`config.mk`:
```
export PLATFORM = sky130hd
export DESIGN_NAME = stream_arbiter_2_1
export DESIGN_NICKNAME = d
export VERILOG_FILES = /design/src/rtl/stream_arbiter_2_1.sv
export SDC_FILE = /design/constraint.sdc
export NUM_CORES = 1
export LEC_CHECK = 0
export ABC_AREA = 1
export ABC_CLOCK_PERIOD_IN_PS = 2250
export BUFFER_PORTS_ARGS = -buffer_cell sky130_fd_sc_hd__buf_2
export CORE_MARGIN = 10
export CORE_UTILIZATION = 50
export CTS_CLUSTER_SIZE = 14
export DETAILED_ROUTE_END_ITERATION = 10
export PLACE_DENSITY_LB_ADDON = 0.25
export SYNTH_ARGS = -nofsm -noshare
export SYNTH_HDL_FRONTEND = slang
export SYNTH_SLANG_ARGS = --single-unit
```
`constraint.sdc`:
```
create_clock -name clk -period 2.25 [get_ports clk]
set_input_delay 0.1125 -clock clk [delete_from_list [all_inputs] [get_ports clk]]
set_output_delay 0.1125 -clock clk [all_outputs]
set_load 0.005 [all_outputs]
```
`src/rtl/stream_arbiter_2_1.sv`:
```
// Two-source packet arbiter: round-robin grant per packet, held until the last
// beat or an idle timeout, with a registered-owner 2:1 steer onto one channel.
module stream_arbiter_2_1 #(
  parameter int DATA_W  = 8,
  parameter int TIMEOUT = 16,
  parameter int CNT_W   = 8
) (
  input  logic              clk,
  input  logic              rst,
  input  logic              in0_valid,
  input  logic [DATA_W-1:0] in0_data,
  input  logic              in0_last,
  output logic              in0_ready,
  input  logic              in1_valid,
  input  logic [DATA_W-1:0] in1_data,
  input  logic              in1_last,
  output logic              in1_ready,
  output logic              out_valid,
  output logic [DATA_W-1:0] out_data,
  output logic              out_last,
  input  logic              out_ready,
  output logic [1:0]        grant,
  output logic              timeout_evt
);

  // Encoding doubles as the one-hot grant vector.
  typedef enum logic [1:0] {
    IDLE = 2'b00,
    OWN0 = 2'b01,
    OWN1 = 2'b10
  } state_t;

  localparam logic [CNT_W-1:0] IDLE_LIMIT = CNT_W'(TIMEOUT - 1);

  state_t             state, state_nxt;
  logic               rr_ptr, rr_ptr_nxt;
  logic [CNT_W-1:0]   idle_cnt, idle_cnt_nxt;
  logic               timeout_nxt;

  logic               owned;
  logic               sel_valid;
  logic               sel_last;
  logic [DATA_W-1:0]  sel_data;

  assign owned     = (state != IDLE);
  assign sel_valid = (state == OWN1) ? in1_valid : in0_valid;
  assign sel_last  = (state == OWN1) ? in1_last  : in0_last;
  assign sel_data  = (state == OWN1) ? in1_data  : in0_data;

  always_ff @(posedge clk) begin
    // NOTE: registers update with <= so every flop samples pre-edge values.
    if (rst) begin
      state       <= IDLE;
      rr_ptr      <= 1'b0;
      idle_cnt    <= '0;
      timeout_evt <= 1'b0;
    end else begin
      state       <= state_nxt;
      rr_ptr      <= rr_ptr_nxt;
      idle_cnt    <= idle_cnt_nxt;
      timeout_evt <= timeout_nxt;
    end
  end

  always_comb begin
    // NOTE: defaults first so no branch leaves a variable unassigned (no latch).
    state_nxt    = state;
    rr_ptr_nxt   = rr_ptr;
    idle_cnt_nxt = idle_cnt;
    timeout_nxt  = 1'b0;

    case (state)
      IDLE: begin
        idle_cnt_nxt = '0;
        if (in0_valid && in1_valid) begin
          state_nxt = rr_ptr ? OWN1 : OWN0;
        end else if (in0_valid) begin
          state_nxt = OWN0;
        end else if (in1_valid) begin
          state_nxt = OWN1;
        end
      end

      OWN0, OWN1: begin
        if (sel_valid) begin
          // Backpressure with valid high is not idleness.
          idle_cnt_nxt = '0;
          if (out_ready && sel_last) begin
            state_nxt  = IDLE;
            rr_ptr_nxt = (state == OWN0);
          end
        end else if (idle_cnt == IDLE_LIMIT) begin
          // TIMEOUT-th consecutive idle cycle: revoke; the pulse is seen
          // together with grant=00 on the following cycle.
          state_nxt    = IDLE;
          rr_ptr_nxt   = (state == OWN0);
          idle_cnt_nxt = '0;
          timeout_nxt  = 1'b1;
        end else begin
          idle_cnt_nxt = idle_cnt + CNT_W'(1);
        end
      end

      default: state_nxt = IDLE;
    endcase
  end

  // Gating with rst guarantees nothing transfers in the reset cycle itself.
  assign out_valid = owned & sel_valid & ~rst;
  assign out_data  = out_valid ? sel_data : '0;
  assign out_last  = out_valid & sel_last;
  assign in0_ready = (state == OWN0) & out_ready & ~rst;
  assign in1_ready = (state == OWN1) & out_ready & ~rst;
  assign grant     = state;

endmodule
```
==> run metrics, run 1 <==
status finished, final reports clean; post_cts resized 0; crit-path cells inv_1, ha_1, inv_1, nand2_1, nand2_2, inv_1, nor3_4, inv_2, a21oi_1, buf_2; Achievable Freq 517 MHz; worst slew pin tran 0.385 ns; cts hold-fix bufs 0; initial antenna violation count 0; final wirelength 2270 um; Hold Crit Class input port to flop; via/cell ratio 4.63; GPL Wtd Cong 0.860; die footprint 0.00384 mm2; Cells after Synth 133; Worst slew margin 74.3%; area leader, netlist dfxtp_1; Final TNS setup 0 ns; I/O pin total 38; largest net degree at the start of global routing 11; Starting Density 51.6%; Leak 0.581 nW; height of the die 62 um; Die X 62 um; clk slew on worst S/H paths 0.08 ns; RSZ-0062 raised after global routing false; Hold Fails Final Rpt 0; nets 203; Reg2Reg Depth 10; Top delay family on crit path buffers and inverters; Antenna Cells 0; CTS buffer count 3; total gr overflow 0; Setup crit start kind flop; Finished Layout Cells 198; count of final max-slew check failures 0; buffering stage count on the worst path with inverters included 5; synth top area cells dfxtp_1, nand2_1, nor2_1; hpwl dp 1910 um; WP data arrival 1.82 ns; Critical Setup Path Class flop to output pin; Critical Path Most Common Cell inv_1; clk_skew 0.0109 ns; top_reg_cell synth dfxtp_1; latest clock arrival within the worst-skew pair 0.28 ns; hold path cells 2; Avg Cell Area, Syn 6.63 um2; CTS Buffer Depth 2; Post-synth EDFFs 0; CP Capture Type output pin; Post-synth ARST share 0%; CP required 2.14 ns; Critical Path Max Stage Delay 0.38 ns; final worst slack 0.317 ns; period utilization 85.9%; max cap viols 0; Final Setup Violations 0; Ys Warns 0; first-pass GRT wire length 3600 um; GR Util All Layers 12.3%; CTS root buffer clkbuf_4; Port-buffer cells 37; top-count cell post-synth nand2_1; Site Rows 15; Post-Synthesis Cell Area 882 um2; CTS H-tree depth 1; DR pass1 iterations 4; Yosys top cell area share 27.2%; CP max stage cell dfxtp_1; synthesis-to-layout area growth 27.4%; Starting DRT DRC Count 25; Core Region 0.00171 mm2; Cell Pwr Density 878 mW/mm2; DR WL/cell 11.5 um; sequential share of the synthesized area 27.2%; Setup WS pre-CTS 0.642 ns; CTS tree yes; # clock sinks 12; DRC viols 0; FF+latch count, synth 12; Vias 917; Syn Nets 162; remaining antenna violation count 0; Post-Place Cells 194; fraction of layout cells with a size suffix above 1 34.1%; vias in the first global route 866; Peak VDD IR 751 uV; Post-synth top cells nand2_1, nor2_1, inv_1; Netlist cell types 21; Post-CTS Setup Inserts 0; min Tclk post-route 1.93 ns; Crit. path cell count 10; worst-path maximum fanout 9; total power draw 986 uW
==> per-stage QoR <==
| step | instance area (um2) | util (%) | hold WS [ns] |
|---|---|---|---|
| 4_1_cts | 1120 | 65.8 | 0.111 |
| 3_3_place_gp | 1090 | 63.7 | 0.412 |
| 5_1_grt | 1120 | 65.8 | 0.120 |
| 2_1_floorplan | 882 | - | 0.182 |
| 3_5_place_dp | 1090 | 63.7 | 0.411 |
| 6_report | 1120 | 65.8 | 0.117 |
==> report_power, final <==
part / internal [mW] / switching, mW / leakage (nW)
registers: 0.239 / 0.0280 / 0.0972
logic: 0.196 / 0.349 / 0.463
clock network: 0.0986 / 0.0756 / 0.0210
total: 0.534 / 0.452 / 0.581
==> cell families (layout without fill, tap and decap cells) <==
logic type	Yosys count	in the layout	synth area share, %
AO/OA/AOI/OAI	12	12	7.09
XOR/XNOR	5	5	4.96
adder cells (fa/ha/maj)	6	6	8.51
buffers and inverters	19	59	9.22
flip-flops	12	12	27.2
AND/OR/NAND/NOR	79	79	43.0
==> layer usage <==
layer,vias to the layer above,share of wire (%),GRT usage [%]
li1,498,-,-
met1,391,42,13.8
met2,24,48,19.2
met3,4,8.4,5.69
met4,0,1.1,6.37
met5,-,0,0
==> state kept, by name (all words and copies together), names as in the netlist <==
name / flops
rr_ptr: 1
timeout_evt: 1
grant: 2
idle_cnt: 8
==> worst paths after layout <==
kind	slack (ns)	from	end
max	0.32	grant[0]	out_data[2]
min	0.12	rst	idle_cnt[2]
max reg2reg	0.66	grant[0]	grant[1]
min reg2reg	0.47	rr_ptr	rr_ptr
==> layout make-up <==
cell class / count / area [um2]
fillers: 165 / 584
flip-flops and latches: 12 / 240
multi-input cells: 102 / 561
clock buffers: 4 / 36.3
inverters: 18 / 70.1
well taps: 25 / 31.3
repair buffers: 37 / 185
==> placed cells by master, fill, tap and decap left out, types with 5 or more instances in the layout <==
cell type  instances
buf_2             37
nand2_2            5
nor2_1            21
nand3_1            5
ha_1               6
dfxtp_1           12
a21oi_1           11
inv_1             14
nand2_1           35
(Power assumes the default switching activity.)
==> inputs of run 2 (changes only) <==
- PLACE_DENSITY: default -> 0.86
- PLACE_DENSITY_LB_ADDON: 0.25 -> default
- TNS_END_PERCENT: default -> 1
==> run metrics, run 2 (synthesized netlist as in run 1, its figures left out) <==
final wirelength 2400 um (+5.9%); fraction of layout cells with a size suffix above 1 34.1% (unchanged); Finished Layout Cells 198 (unchanged); Hold Crit Class input port to flop; Cell Area, Placed 0.00109 mm2 (unchanged); remaining antenna violation count 0 (unchanged); # clock sinks 12 (unchanged); CP required 2.14 ns (about the same); met1 Use GR 12.6% (-1.1 points); DR pass1 iterations 4 (unchanged); hold path start rst; Leak 0.581 nW (unchanged); worst slew pin tran 0.384 ns (-0.00104 ns); Hold Fails Final Rpt 0 (unchanged); count of final max-slew check failures 0 (unchanged); Post-Place Cells 194 (unchanged); Site Rows 15 (unchanged); CTS buffer count 3 (unchanged); CTS Buffer Depth 2 (unchanged); RSZ-0062 raised after global routing false; CTS H-tree depth 1 (unchanged); post_cts resized 0 (unchanged); most frequent cells in the layout buf_2, nand2_1, nor2_1; GR Util All Layers 12.3% (-0.025 points); grt met2 use 21.6% (+2.5 points); Cell Pwr Density 898 mW/mm2 (+2.3%); WP data arrival 1.91 ns (+0.09 ns); CTS tree yes; cts hold-fix bufs 0 (unchanged); Post-CTS Setup Inserts 0 (unchanged); Starting Density 51.6% (unchanged); latest clock arrival within the worst-skew pair 0.29 ns (about the same); Critical R2R Launch grant[0]; via/cell ratio 4.78 (+3.3%); status finished, final reports clean; commonest non-fill, non-tap cell in the layout buf_2; vias in the first global route 903 (+4.3%); total gr overflow 0 (unchanged); # fillers 154 (-6.7%); Hold Crit Endpoint rr_ptr; I/O pin total 38 (unchanged); Achievable Freq 494 MHz (-4.5%); worst-path maximum fanout 9 (unchanged); Largest Register idle_cnt; DR WL/cell 12.1 um (+5.9%); synthesis-to-layout area growth 27.4% (unchanged); DRC viols 0 (unchanged); clk_skew 0.00720 ns (-0.00369 ns); Critical Path Most Common Cell inv_1; max cap viols 0 (unchanged); crit-path cells inv_1, ha_1, inv_1, nand2_1, nand2_2, inv_1, nor3_4, inv_2, a21oi_1, buf_2; Core Region 0.00171 mm2 (unchanged); Port-buffer cells 37 (unchanged); most used routing layer met2; Vias 947 (+3.3%); Starting DRT DRC Count 52 (+110%); nets 203 (unchanged); GPL Wtd Cong 0.800 (-7.0%); total power draw 1.01 mW (+2.3%); period utilization 90.0% (+4.0 points); die footprint 0.00384 mm2 (unchanged); Critical Setup Path Class flop to output pin; met3 GRT Util 4.27% (-1.4 points); Reg2Reg Setup Slack 0.60 ns (-0.06 ns); Die X 62 um (unchanged); Worst slew margin 74.4% (about the same); clk slew on worst S/H paths 0.08 ns (about the same); initial antenna violation count 0 (unchanged); Final Setup Violations 0 (unchanged); CP Capture Type output pin; max reg flops 8 (unchanged); Peak VDD IR 572 uV (-24%); Critical Path Max Stage Delay 0.40 ns (+0.02 ns); Reg2Reg Depth 10 (unchanged); hpwl dp 2010 um (+5.5%); Final TNS setup 0 ns (unchanged); Final Cell Area 0.00112 mm2 (unchanged); first-pass GRT wire length 3590 um (-0.19%); Setup crit start kind flop; height of the die 62 um (unchanged); CP max stage cell dfxtp_1; hold path cells 2 (unchanged); Reg-to-Reg End grant[0]; Antenna Cells 0 (unchanged); CTS root buffer clkbuf_4; min Tclk post-route 2.02 ns (+0.0909 ns); largest net degree at the start of global routing 11 (unchanged)
[run 2: cell counts in the layout (fill, tap and decap cells not counted)]
No cell type changed its count.
[run 2: through the flow]
stage                     util (%)  hold slack [ns]  setup slack [ns]
after floorplan                  -            0.182             0.813
after global placement        63.7            0.393             0.702
after detailed placement      63.7            0.401             0.535
after CTS                     65.8           0.0996             0.216
after global routing          65.8            0.122            0.0535
final                         65.8           0.0998             0.226
[run 2: cell type report]
class	count	area [um2]	share of cell area (%)
multi-input combinational	102	561	49.9
timing repair buffer	37	185	16.5
inverter	18	70.1	6.24
clock buffer	4	36.3	3.23
sequential	12	240	21.4
tap	25	31.3	2.78
[run 2: per-layer routing]
metal | wire (um) | share of wire, % | vias to the layer above
met5 | 0 | 0 | -
met4 | 38 | 1.6 | 0
met2 | 1030 | 43 | 37
met3 | 331 | 14 | 5
met1 | 1000 | 42 | 403
li1 | - | - | 502
[run 2: how the worst max path moves through the flow]
| stage | from | endpoint | slack [ns] | cells past startpoint |
|---|---|---|---|---|
| after floorplan | grant[0] | out_data[0] | 0.81 | 9 |
| after global placement | grant[0] | out_data[6] | 0.70 | 10 |
| after detailed placement | grant[0] | out_data[1] | 0.54 | 10 |
| after CTS | grant[0] | out_data[1] | 0.22 | 10 |
| after global routing | grant[0] | out_data[2] | 0.05 | 10 |
| final | grant[0] | out_data[7] | 0.23 | 10 |
[run 2: report_power, final]
part	internal (mW)	switching, mW
combinational	0.197	0.363
sequential	0.239	0.0316
clock	0.0987	0.0794
[run 2: worst max-delay path, delay by kind of cell (launching register included)]
family                     cells  cell delay [ns]
adders and majority gates      1             0.25
and+or+nand+nor                3             0.32
DFF                            1             0.40
AOI/OAI and AO/OA              1             0.14
buffers and inverters          5             0.52
